===== src/rtl/bus_arb_pkg.sv =====
// Shared definitions for the two-master serial arbitration link:
// port FSM states and the serial symbol patterns the arbiter also decodes.
package bus_arb_pkg;

  typedef enum logic [3:0] {
    IDLE,
    REQ,
    ID,
    WAIT_GNT,
    ACK,
    NAK,
    WAIT_COM,
    XFER,
    END,
    WAIT_REL
  } port_state_t;

  localparam logic [2:0] SYM_REQ = 3'b111;
  localparam logic [2:0] SYM_ACK = 3'b101;
  localparam logic [2:0] SYM_NAK = 3'b110;
  localparam logic [1:0] SYM_END = 2'b01;

  function automatic int max_int(input int a, input int b);
    return (a > b) ? a : b;
  endfunction

endpackage


===== src/rtl/sym_shifter.sv =====
// Loadable parallel-to-serial symbol register, MSB first, with a registered
// line output and flags marking the final and next-to-final bits.
module sym_shifter #(
  parameter int W     = 3,
  parameter int LEN_W = $clog2(W + 1)
) (
  input  logic             clk,
  input  logic             rstn,
  input  logic             load,
  input  logic [W-1:0]     sym,
  input  logic [LEN_W-1:0] len,
  output logic             line,
  output logic             last_bit,
  output logic             penult
);

  logic [W-1:0]     data_reg;
  logic [LEN_W-1:0] cnt_reg;
  logic             line_reg;
  logic             last_reg;
  logic [W-1:0]     aligned;

  // Left-align the symbol so its first bit always sits at the MSB.
  assign aligned = sym << (LEN_W'(W) - len);

  always_ff @(posedge clk or negedge rstn) begin
    if (!rstn) begin
      data_reg <= '0;
      cnt_reg  <= '0;
      line_reg <= 1'b0;
      last_reg <= 1'b0;
    end else if (load) begin
      line_reg <= aligned[W-1];
      data_reg <= aligned << 1;
      cnt_reg  <= len - LEN_W'(1);
      last_reg <= (len == LEN_W'(1));
    end else if (cnt_reg != '0) begin
      line_reg <= data_reg[W-1];
      data_reg <= data_reg << 1;
      cnt_reg  <= cnt_reg - LEN_W'(1);
      last_reg <= (cnt_reg == LEN_W'(1));
    end else begin
      line_reg <= 1'b0;
      last_reg <= 1'b0;
    end
  end

  assign line     = line_reg;
  assign last_bit = last_reg;
  assign penult   = (cnt_reg == LEN_W'(1));

endmodule


===== src/rtl/master_arb_port.sv =====
// Master-side front end of the serial arbitration link: turns the core's
// parallel request into REQ/ID/ACK/NAK/END symbols and tracks bus ownership.
module master_arb_port
  import bus_arb_pkg::*;
#(
  parameter int ID_W        = 2,
  parameter int GNT_TIMEOUT = 64,
  parameter int COM_TIMEOUT = 16
) (
  input  logic            clk,
  input  logic            rstn,
  input  logic            req,
  input  logic [ID_W-1:0] slave_id,
  input  logic            abort,
  input  logic            done,
  output logic            arb_line,
  input  logic            arb_grant,
  input  logic            arb_com,
  output logic            owned,
  output logic            busy,
  output logic            gnt_timeout,
  output logic            com_timeout,
  output logic            nak_sent
);

  localparam int SYM_W = max_int(3, ID_W);
  localparam int LEN_W = $clog2(SYM_W + 1);
  localparam int CNT_W = $clog2(max_int(GNT_TIMEOUT, COM_TIMEOUT)) + 1;
  localparam logic [CNT_W-1:0] GNT_LAST = CNT_W'(GNT_TIMEOUT - 1);
  localparam logic [CNT_W-1:0] GNT_PRE  = CNT_W'(GNT_TIMEOUT - 2);
  localparam logic [CNT_W-1:0] COM_LAST = CNT_W'(COM_TIMEOUT - 1);
  localparam logic [CNT_W-1:0] COM_PRE  = CNT_W'(COM_TIMEOUT - 2);

  port_state_t      state_reg;
  logic [ID_W-1:0]  id_reg;
  logic             abort_reg;
  logic [CNT_W-1:0] cnt_reg;
  logic             owned_reg;
  logic             busy_reg;
  logic             gnt_timeout_reg;
  logic             com_timeout_reg;
  logic             nak_sent_reg;

  logic             sh_load;
  logic [SYM_W-1:0] sh_sym;
  logic [LEN_W-1:0] sh_len;
  logic             sh_line;
  logic             sh_last;
  logic             sh_penult;
  logic             abort_hit;

  assign abort_hit = abort_reg | abort;

  // END only sends the trailing '1'; the idle XFER line supplies the leading '0'.
  always_comb begin
    sh_load = 1'b0;
    sh_sym  = '0;
    sh_len  = '0;
    case (state_reg)
      IDLE: if (req && !abort) begin
        sh_load = 1'b1;
        sh_sym  = SYM_W'(SYM_REQ);
        sh_len  = LEN_W'(3);
      end
      REQ: if (sh_last) begin
        sh_load = 1'b1;
        sh_sym  = SYM_W'(id_reg);
        sh_len  = LEN_W'(ID_W);
      end
      WAIT_GNT: if (arb_grant) begin
        sh_load = 1'b1;
        sh_sym  = abort_hit ? SYM_W'(SYM_NAK) : SYM_W'(SYM_ACK);
        sh_len  = LEN_W'(3);
      end
      XFER: if (done) begin
        sh_load = 1'b1;
        sh_sym  = SYM_W'(SYM_END);
        sh_len  = LEN_W'(1);
      end
      default: ;
    endcase
  end

  sym_shifter #(
    .W     (SYM_W),
    .LEN_W (LEN_W)
  ) u_shifter (
    .clk      (clk),
    .rstn     (rstn),
    .load     (sh_load),
    .sym      (sh_sym),
    .len      (sh_len),
    .line     (sh_line),
    .last_bit (sh_last),
    .penult   (sh_penult)
  );

  always_ff @(posedge clk or negedge rstn) begin
    if (!rstn) begin
      state_reg       <= IDLE;
      id_reg          <= '0;
      abort_reg       <= 1'b0;
      cnt_reg         <= '0;
      owned_reg       <= 1'b0;
      busy_reg        <= 1'b0;
      gnt_timeout_reg <= 1'b0;
      com_timeout_reg <= 1'b0;
      nak_sent_reg    <= 1'b0;
    end else begin
      gnt_timeout_reg <= 1'b0;
      com_timeout_reg <= 1'b0;
      nak_sent_reg    <= 1'b0;
      case (state_reg)
        IDLE: begin
          abort_reg <= 1'b0;
          if (req && !abort) begin
            id_reg    <= slave_id;
            state_reg <= REQ;
            busy_reg  <= 1'b1;
          end
        end
        REQ: begin
          if (abort) abort_reg <= 1'b1;
          if (sh_last) state_reg <= ID;
        end
        ID: begin
          if (abort) abort_reg <= 1'b1;
          if (sh_last) begin
            state_reg <= WAIT_GNT;
            cnt_reg   <= '0;
          end
        end
        WAIT_GNT: begin
          if (arb_grant) begin
            state_reg <= abort_hit ? NAK : ACK;
          end else begin
            if (abort) abort_reg <= 1'b1;
            if (cnt_reg != GNT_LAST) cnt_reg <= cnt_reg + CNT_W'(1);
            if (cnt_reg == GNT_PRE) gnt_timeout_reg <= 1'b1;
          end
        end
        ACK: if (sh_last) begin
          state_reg <= WAIT_COM;
          cnt_reg   <= '0;
        end
        NAK: begin
          if (sh_penult) nak_sent_reg <= 1'b1;
          if (sh_last) state_reg <= WAIT_REL;
        end
        WAIT_COM: begin
          if (arb_com) begin
            state_reg <= XFER;
            owned_reg <= 1'b1;
          end else if (!arb_grant) begin
            state_reg <= IDLE;
            busy_reg  <= 1'b0;
          end else begin
            if (cnt_reg != COM_LAST) cnt_reg <= cnt_reg + CNT_W'(1);
            if (cnt_reg == COM_PRE) com_timeout_reg <= 1'b1;
          end
        end
        XFER: begin
          // A finished transfer still announces END even if the grant drops.
          if (done) begin
            state_reg <= END;
            owned_reg <= 1'b0;
          end else if (!arb_grant || !arb_com) begin
            state_reg <= WAIT_REL;
            owned_reg <= 1'b0;
          end
        end
        END: state_reg <= WAIT_REL;
        WAIT_REL: if (!arb_grant && !arb_com) begin
          state_reg <= IDLE;
          busy_reg  <= 1'b0;
        end
        default: begin
          state_reg <= IDLE;
          owned_reg <= 1'b0;
          busy_reg  <= 1'b0;
        end
      endcase
    end
  end

  assign arb_line    = sh_line;
  assign owned       = owned_reg;
  assign busy        = busy_reg;
  assign gnt_timeout = gnt_timeout_reg;
  assign com_timeout = com_timeout_reg;
  assign nak_sent    = nak_sent_reg;

endmodule


===== config.mk =====
export PLATFORM = sky130hd
export DESIGN_NAME = master_arb_port
export DESIGN_NICKNAME = d
export VERILOG_FILES = /design/src/rtl/bus_arb_pkg.sv /design/src/rtl/sym_shifter.sv /design/src/rtl/master_arb_port.sv
export SDC_FILE = /design/constraint.sdc
export NUM_CORES = 1
export LEC_CHECK = 0
export BUFFER_PORTS_ARGS = -buffer_cell sky130_fd_sc_hd__buf_2
export CAP_MARGIN = 20
export CORE_AREA = 2 2 73 75
export DETAILED_ROUTE_END_ITERATION = 10
export DIE_AREA = 0 0 75 77
export MAX_ROUTING_LAYER = met4
export REMOVE_ABC_BUFFERS = 1
export SYNTH_ARGS = -nofsm -noshare
export SYNTH_HDL_FRONTEND = slang
export SYNTH_SLANG_ARGS = --single-unit

===== constraint.sdc =====
create_clock -name clk -period 2.1 [get_ports clk]
set_input_delay 0.105 -clock clk [delete_from_list [all_inputs] [get_ports clk]]
set_output_delay 0.105 -clock clk [all_outputs]
set_load 0.005 [all_outputs]

==> results of run 1 <==
## layer usage
metal | global-route usage [%] | wire length [um] | share of wire (%) | up-vias
met5 | - | 0 | 0 | -
met4 | 7.143 | 97 | 2.6 | 0
met1 | 20.49 | 1879 | 49 | 700
met2 | 21.67 | 1709 | 45 | 30
li1 | - | - | - | 716
met3 | 2.102 | 111 | 2.9 | 7
## worst max-delay path: stages (launching register included)
cell,delay (ns)
dfrtp_1,0.52
nor4_2,0.50
nand2_1,0.13
and3_1,0.17
ha_1,0.27
mux2_1,0.28
## power by group through the flow
stage | clock network [mW] | registers (mW) | logic [mW]
finish | 0.301 | 0.939 | 1.51
global route | 0.326 | 0.982 | 1.72
CTS | 0.311 | 0.930 | 1.51
detailed placement | 0 | 0.939 | 1.50
global placement | 0 | 0.939 | 1.50
floorplan | 0 | 0.924 | 0.969
## logic make-up after synthesis
logic type | Yosys count | share of synthesized area, %
adder cells (fa/ha/maj) | 6 | 4.591
AO/OA/AOI/OAI | 54 | 24.10
multiplexers | 6 | 3.978
AND/OR/NAND/NOR | 67 | 22.96
flip-flops | 25 | 38.26
XOR/XNOR | 2 | 1.071
buffers and inverters | 18 | 5.050
## cell usage after synthesis, drive strengths merged, types with 3 or more instances
master	instances
nor3	5
dfrtp	25
buf	7
a21oi	5
ha	6
mux2	4
nor2	12
o21ai	18
and3	5
nand2	13
o311ai	3
a31oi	3
nand4	3
and2	3
inv	9
nand3	8
## per-stage QoR
stage / cell area (um^2) / setup WS (ns)
floorplan: 1587 / 0.1406
global placement: 1872 / 0.09035
detailed placement: 1872 / 0.08313
CTS: 1927 / 0.07316
global route: 1929 / -0.02310
finish: 1929 / 0.1282
## worst paths after layout
check / start / endpoint / slack [ns]
setup / recovery: state_reg[0]$_DFFE_PN0P_ / u_shifter.cnt_reg[1]$_DFFE_PN0P_ / 0.13
hold / removal: slave_id[1] / id_reg[1]$_DFFE_PN0P_ / 0.05
setup reg to reg: state_reg[0]$_DFFE_PN0P_ / u_shifter.cnt_reg[1]$_DFFE_PN0P_ / 0.13
hold reg to reg: id_reg[1]$_DFFE_PN0P_ / u_shifter.line$_DFF_PN0_ / 0.51
max in group asynchronous: rstn / state_reg[2]$_DFFE_PN0P_ / 1.33
min in group asynchronous: rstn / u_shifter.data_reg[2]$_DFFE_PN0P_ / 0.35
## area by class of cell
cell class | count | share of cell area [%]
multi-input combinational | 135 | 48.05
sequential | 25 | 32.56
timing repair buffer | 32 | 10.77
tap | 70 | 4.540
clock buffer | 4 | 2.335
inverter | 9 | 1.751
## what timing repair did
item | 4_1_cts | 5_1_grt
endpoints found under the hold margin | 25 | 0
hold buffers | 1 | 0
resized for setup | 0 | 2
setup endpoints to repair | 0 | 7
==> impl_results.md, run 1 <==
* Status: completed
* Post-CTS Setup Inserts at 0
* Fin nets at 221
* DRT Pass-1 Iters at 4
* Max reg flops at 7
* Area share of the largest cell type after synthesis at 38.26%
* VDD IR max at 0.3780 mV
* Io pins at 15
* Clk root buf: clkbuf_8
* Layout Utilization at 38.76%
* Actual slew at the worst max-slew pin at 0.5821 ns
* Gr usage total at 15.04%
* Leakage at 0.8407 nW
* WP data required at 2.27 ns
* DP HPWL at 2721 um
* Synthesized area at 1635 um^2
* Final WL at 3797 um
* Placer Congestion at 0.8270
* Yosys cell types at 56
* Async S/R FF share, synth at 100.0%
* Nature of the critical path startpoint: flip-flop
* Switching Fraction at 44.27%
* Mean post-synth cell area at 9.187 um^2
* Initial DRC count at 113
* Seq cells post-synth at 25
* Slew headroom at 61.19%
* Die width at 75 um
* FF/Latch Area at 628.1 um^2
* Internal at 1.533 mW
* Setup tns final at 0 ns
* Final std cells w/o fill at 275
* Leading area contributor after synthesis: dfrtp_1
* Die ar. at 5775 um^2
* Via density at 5.284
* Crit path capture type: flip-flop
* Drt wl/cell at 13.81 um
* Top FF cell, synth: dfrtp_1
* ANT nets after route at 0
* Clock Tree Buf Depth at 2
* Number of fillers in the final layout at 487
* CTS tree: done
* Multi-input logic area at 927.1 um^2
* Synth area leaders: dfrtp_1, o21ai_0, ha_1, nand2_1, nor2_1
* Ys Warns at 0
* Clock power frac at 10.9%
* Die Ht at 77 um
* # setup viols final at 0
* Port bufs at 14
* Fraction of layout cells with a size suffix above 1 at 22.44%
* Placed insts at 270
* Net load switching power at 1.218 mW
* Num CTS Buffers at 3
* First-pass GRT wire length at 6589 um
* Max Cap Viol at 0
* Most frequent cells in the layout: dfrtp_1, o21ai_0, buf_4
* Most common cell after layout, fill and taps aside: dfrtp_1
* Hold-critical path depth at 2
* ANT cells at 0
* Crit path kind: reg2reg
* TritonCTS Sinks at 25
* Syn-to-layout area delta at 17.98%
* Final period util at 93.89%
* Core ar. at 4977 um^2
* Fin. Hold Viols at 0
* Combinational power share at 54.9%
* R2R depth at 5
* Worst Hold Class: in2reg
* Arrival time worst endpoint at 2.14 ns
* Setup Skew at 0.003109 ns
* Setup repair after global routing missed its margin: true
* Crit Path Max Fanout at 11
* Synth Instances at 178
* Largest net degree at the start of global routing at 26
* DRC at 0
* Total gr overflow at 0
* Tmin final at 1.972 ns
* Initial antenna violation count at 0
* H-tree level count at 1
* Fmax achieved at 507.2 MHz
* Sequential share of power at 34.1%
* Row count at 26
* Number of synthesized flops with an enable pin at 0
* Slew Limit Fails at 0
* Via count at 1453
* Worst hold slack at 0.05455 ns
* Vias in the first global route at 1392
* PD cells at 1426 nW/um^2
* Tot Pwr at 2.751 mW
* Register area share after synthesis at 38.26%
* Initial Util at 32.86%
* Clock latency on the worst-skew pair at 0.28 ns
* Clk pin slew, worst setup/hold paths at 0.09 ns
Power figures use the tool's default switching activity.
==> inputs of run 2 (changes only) <==
Settings changed: CORE_AREA 2 2 73 75 to 2 2 102 55, DIE_AREA 0 0 75 77 to 0 0 104 57.
==> run 2 against run 1 <==
Final cell count grew 1.8%. Core utilization shrank 0.61 points. Maximum frequency grew 0.56%. Register-to-register slack is essentially flat. Sequential cell count is the same. Worst setup slack gained 0.011 ns. Hold slack gained 0.0029 ns. Via count grew 2.8%. Critical path type unchanged. Critical endpoint is now cnt_reg[4]$_DFFE_PN0P_.
==> impl_results.md, run 2 (synthesized netlist as in run 1, its figures left out) <==
* Status: completed
* Largest net degree at the start of global routing at 26
* ANT cells at 0
* Slew Limit Fails at 0
* Clk root buf: clkbuf_8
* Syn-to-layout area delta at 19.82%
* # setup viols final at 0
* Die ar. at 5928 um^2
* Die width at 104 um
* TritonCTS Sinks at 25
* Via count at 1494
* Cell area after layout at 1959 um^2
* DRT Pass-1 Iters at 4
* Fraction of layout cells with a size suffix above 1 at 24.15%
* Multi-input logic area at 938.4 um^2
* Final WL at 4303 um
* Most used cell, CP: o31a_1
* First-pass GRT wire length at 7203 um
* Worst path top cell family by delay: compound AO/OA/AOI/OAI gates
* R2R Path Start: state_reg[2]$_DFFE_PN0P_
* Worst hold slack at 0.05741 ns
* Actual slew at the worst max-slew pin at 0.5963 ns
* Fin. Hold Viols at 0
* Via density at 5.336
* Core ar. at 5135 um^2
* Clock latency on the worst-skew pair at 0.27 ns
* Cell chain of the critical path: buf_4 -> and2_4 -> a211oi_4 -> nand2_1 -> o31a_1 -> o31a_1
* Nature of the critical path startpoint: flip-flop
* Crit Path Max Fanout at 14
* Max Cap Viol at 0
* Io pins at 15
* Setup crit start: state_reg[2]$_DFFE_PN0P_
* Slowest library cell on the worst path: dfrtp_1
* Tmin final at 1.961 ns
* Switching Fraction at 45.72%
* PD cells at 1463 nW/um^2
* Drt wl/cell at 15.37 um
* Clock Tree Buf Depth at 2
* DP HPWL at 3331 um
* Hold Crit Start: slave_id[1]
* Worst path bufs/invs at 1
* VDD IR max at 0.5883 mV
* Fmax achieved at 510.0 MHz
* DP Worst Slack at 0.09550 ns
* WP data required at 2.27 ns
* Final period util at 93.37%
* Arrival time worst endpoint at 2.13 ns
* Setup tns final at 0 ns
* Setup Skew at 0.005028 ns
* Post-CTS Setup Inserts at 0
* Max reg flops at 7
* Most common cell after layout, fill and taps aside: dfrtp_1
* Crit path capture type: flip-flop
* Initial DRC count at 135
* Row count at 19
* Initial antenna violation count at 0
* Num CTS Buffers at 3
* DRC at 0
* H-tree level count at 1
* Leakage at 0.8560 nW
* Combinational power share at 56.9%
* Net load switching power at 1.310 mW
* Setup repair after global routing missed its margin: false
* Initial Util at 31.85%
* Slew headroom at 60.25%
* Placed inst area at 1891 um^2
* Die Ht at 57 um
* Gr usage total at 16.08%
* Total gr overflow at 0
* Sequential share of power at 32.7%
* Most frequent cells in the layout: dfrtp_1, buf_4, o21ai_0
* FF/Latch Area at 626.9 um^2
* Number of fillers in the final layout at 527
* ANT nets after route at 0
* Max incr delay on CP at 0.39 ns
* Fin nets at 223
* Clk pin slew, worst setup/hold paths at 0.09 ns
* CTS tree: done
* Setup WS post-layout at 0.1392 ns
* Crit path kind: reg2reg
* Clock power frac at 10.4%
* Vias in the first global route at 1365
* Port bufs at 14
* Placer Congestion at 0.8900
* Worst Hold Class: in2reg
* Internal at 1.555 mW
[run 2: through the flow]
stage / instances / total power, mW / util [%]
floorplan: 169 / 1.893 / -
global placement: 275 / 2.503 / 36.82
detailed placement: 275 / 2.511 / 36.82
CTS: 280 / 2.809 / 37.91
global route: 280 / 3.112 / 38.16
finish: 280 / 2.866 / 38.16
[run 2: cell type report]
type	count	share of cell area, %
clock buffer	3	2.107
clock inverter	1	0.2554
inverter	9	1.724
multi-input combinational	135	47.89
sequential	25	31.99
tap	73	4.662
timing repair buffer	34	11.37
[run 2: repair_timing]
action,CTS,global route
gates resized for setup,0,3
endpoints found under the setup margin,0,8
hold buffers,1,0
endpoints found under the hold margin,25,0
[run 2: worst paths after layout]
check	to	slack (ns)	depth (start not counted)
worst max register to register	cnt_reg[4]$_DFFE_PN0P_	0.14	6
min in group asynchronous	id_reg[1]$_DFFE_PN0P_	0.36	2
worst max-delay path	cnt_reg[4]$_DFFE_PN0P_	0.14	6
worst min register to register	u_shifter.line$_DFF_PN0_	0.51	1
max in group asynchronous	state_reg[1]$_DFFE_PN0P_	1.32	2
worst min-delay path	id_reg[1]$_DFFE_PN0P_	0.06	2
[run 2: power groups by stage]
stage	Clock (mW)	Combinational, mW	Sequential, mW
final	0.298	1.63	0.938
after floorplan	0	0.969	0.924
after global routing	0.336	1.81	0.969
after global placement	0	1.57	0.929
after CTS	0.303	1.58	0.924
after detailed placement	0	1.58	0.932
[run 2: metal layers]
metal / up-vias / wire length [um] / GRT usage (%)
met4: 0 / 37 / 2.510
met5: - / 0 / -
met2: 66 / 1366 / 17.95
met3: 4 / 603 / 6.057
li1: 727 / - / -
met1: 697 / 2296 / 25.93
==> inputs of run 3 (changes only) <==
Settings changed: CTS_BUF_LIST set to sky130_fd_sc_hd__clkbuf_16.
==> run 3 against run 2 <==
Sequential cell count unchanged. Core utilization up 0.56 points. Sequential power about the same. Hold slack better by 0.014 ns. Largest power group unchanged.
==> impl_results.md, run 3 (synthesized netlist as in run 1, its figures left out) <==
* First-pass GRT wire length at 7231 um
* Setup repair after global routing missed its margin: false
* Slowest library cell on the worst path: dfrtp_1
* Largest net degree at the start of global routing at 26
* R2R Path Start: state_reg[2]$_DFFE_PN0P_
* Die Ht at 57 um
* Arrival time worst endpoint at 2.11 ns
* Setup tns final at 0 ns
* Row count at 19
* Io pins at 15
* Worst reg-to-reg setup slack at 0.14 ns
* Clk root buf: clkbuf_16
* Most used cell, CP: o31a_1
* Crit path to: cnt_reg[4]$_DFFE_PN0P_
* Leakage at 0.8685 nW
* Syn-to-layout area delta at 21.58%
* Most common cell after layout, fill and taps aside: dfrtp_1
* R2R depth at 6
* Worst path bufs/invs at 1
* WP data required at 2.25 ns
* H-tree level count at 1
* Max Cap Viol at 0
* VDD IR max at 0.5994 mV
* Vias in the first global route at 1349
* Fmax achieved at 511.1 MHz
* ANT cells at 0
* TritonCTS Sinks at 25
* Worst path top cell family by delay: compound AO/OA/AOI/OAI gates
* Final period util at 93.17%
* Die width at 104 um
* Clock latency on the worst-skew pair at 0.26 ns
* Initial DRC count at 155
* Initial antenna violation count at 0
* Max reg flops at 7
* Via count at 1515
* # setup viols final at 0
* ANT nets after route at 0
* Worst hold slack at 0.07191 ns
* Setup crit start: state_reg[2]$_DFFE_PN0P_
* Die ar. at 5928 um^2
* FF/Latch Area at 628.1 um^2
* Placed inst area at 1891 um^2
* Setup WS post-layout at 0.1435 ns
* Worst Hold Class: in2reg
* Slew headroom at 60.91%
* Crit path kind: reg2reg
* DP Worst Slack at 0.09550 ns
* Total gr overflow at 0
* CTS tree: done
* DRT Pass-1 Iters at 4
* Gr usage total at 16.21%
* Stages on worst setup path at 6
* Cell area after layout at 1988 um^2
* Actual slew at the worst max-slew pin at 0.5863 ns
* Via density at 5.411
* Number of fillers in the final layout at 522
* Num CTS Buffers at 3
* Crit Path Max Fanout at 14
* Clock Tree Buf Depth at 2
* Setup Skew at 0.005233 ns
* Drt wl/cell at 15.33 um
* Fin. Hold Viols at 0
* Crit path capture type: flip-flop
* Max incr delay on CP at 0.38 ns
* Clk pin slew, worst setup/hold paths at 0.07 ns
* Multi-input logic area at 932.1 um^2
* Post-CTS Setup Inserts at 0
* Most frequent cells in the layout: dfrtp_1, buf_4, o21ai_0
* Final WL at 4291 um
* PD cells at 1502 nW/um^2
* Tmin final at 1.957 ns
* Placer Congestion at 0.8900
* Slew Limit Fails at 0
* Nature of the critical path startpoint: flip-flop
* Core ar. at 5135 um^2
* DP HPWL at 3331 um
* Fraction of layout cells with a size suffix above 1 at 24.15%
* Port bufs at 14
* Cell chain of the critical path: buf_4 -> and2_4 -> a211oi_4 -> nand2_1 -> o31a_1 -> o31a_1
* DRC at 0
* RR Endpoint: cnt_reg[4]$_DFFE_PN0P_
* Fin nets at 223
* Layout Utilization at 38.72%
* Initial Util at 31.85%
* Status: completed
[run 3: cell types whose count changed in the layout (fill, tap and decap cells not counted)]
| cell | previous run | this run |
|---|---|---|
| dfrtp_1 | 24 | 23 |
| dfrtp_2 | 1 | 2 |
| o2111ai_2 | 1 | 0 |
| clkbuf_8 | 3 | 0 |
| o2111ai_1 | 1 | 2 |
| clkbuf_16 | 0 | 3 |
[run 3: final cells by class]
type | count | area share, %
Clock buffer | 3 | 3.776
Timing Repair Buffer | 34 | 11.20
Tap cell | 73 | 4.594
Multi-Input combinational cell | 135 | 46.88
Inverter | 9 | 1.699
Clock inverter | 1 | 0.2517
Sequential cell | 25 | 31.59
[run 3: worst min path at each step]
stage / cells past startpoint / slack [ns] / end / startpoint
after detailed placement: 1 / 0.15 / id_reg[0]$_DFFE_PN0P_ / rstn
after global placement: 1 / 0.15 / id_reg[0]$_DFFE_PN0P_ / rstn
after floorplan: 0 / -0.19 / abort_reg$_DFFE_PN0P_ / rstn
final: 2 / 0.07 / id_reg[1]$_DFFE_PN0P_ / slave_id[1]
after CTS: 2 / 0.07 / id_reg[1]$_DFFE_PN0P_ / slave_id[1]
after global routing: 2 / 0.07 / id_reg[1]$_DFFE_PN0P_ / slave_id[1]
[run 3: timing repair]
action	in CTS	in global routing
hold buffers	1	0
endpoints found under the setup margin	0	5
endpoints found under the hold margin	25	0
resized for setup	0	3
[run 3: routing by layer]
layer	GRT usage, %	vias up	part of all wire [%]
li1	-	727	-
met1	26.14	716	52
met2	18.23	70	33
met3	6.057	2	14
met4	2.317	0	0.28
met5	-	-	0
[run 3: report_power, final]
group,internal (mW),switching [mW],total [mW]
Sequential,0.682,0.259,0.941
Combinational,0.734,0.872,1.61
Clock,0.257,0.182,0.439
[run 3: per-stage QoR]
step | total power, mW | cells
after CTS | 2.949 | 280
after global routing | 3.238 | 280
final | 2.987 | 280
after floorplan | 1.893 | 169
after global placement | 2.503 | 275
after detailed placement | 2.511 | 275
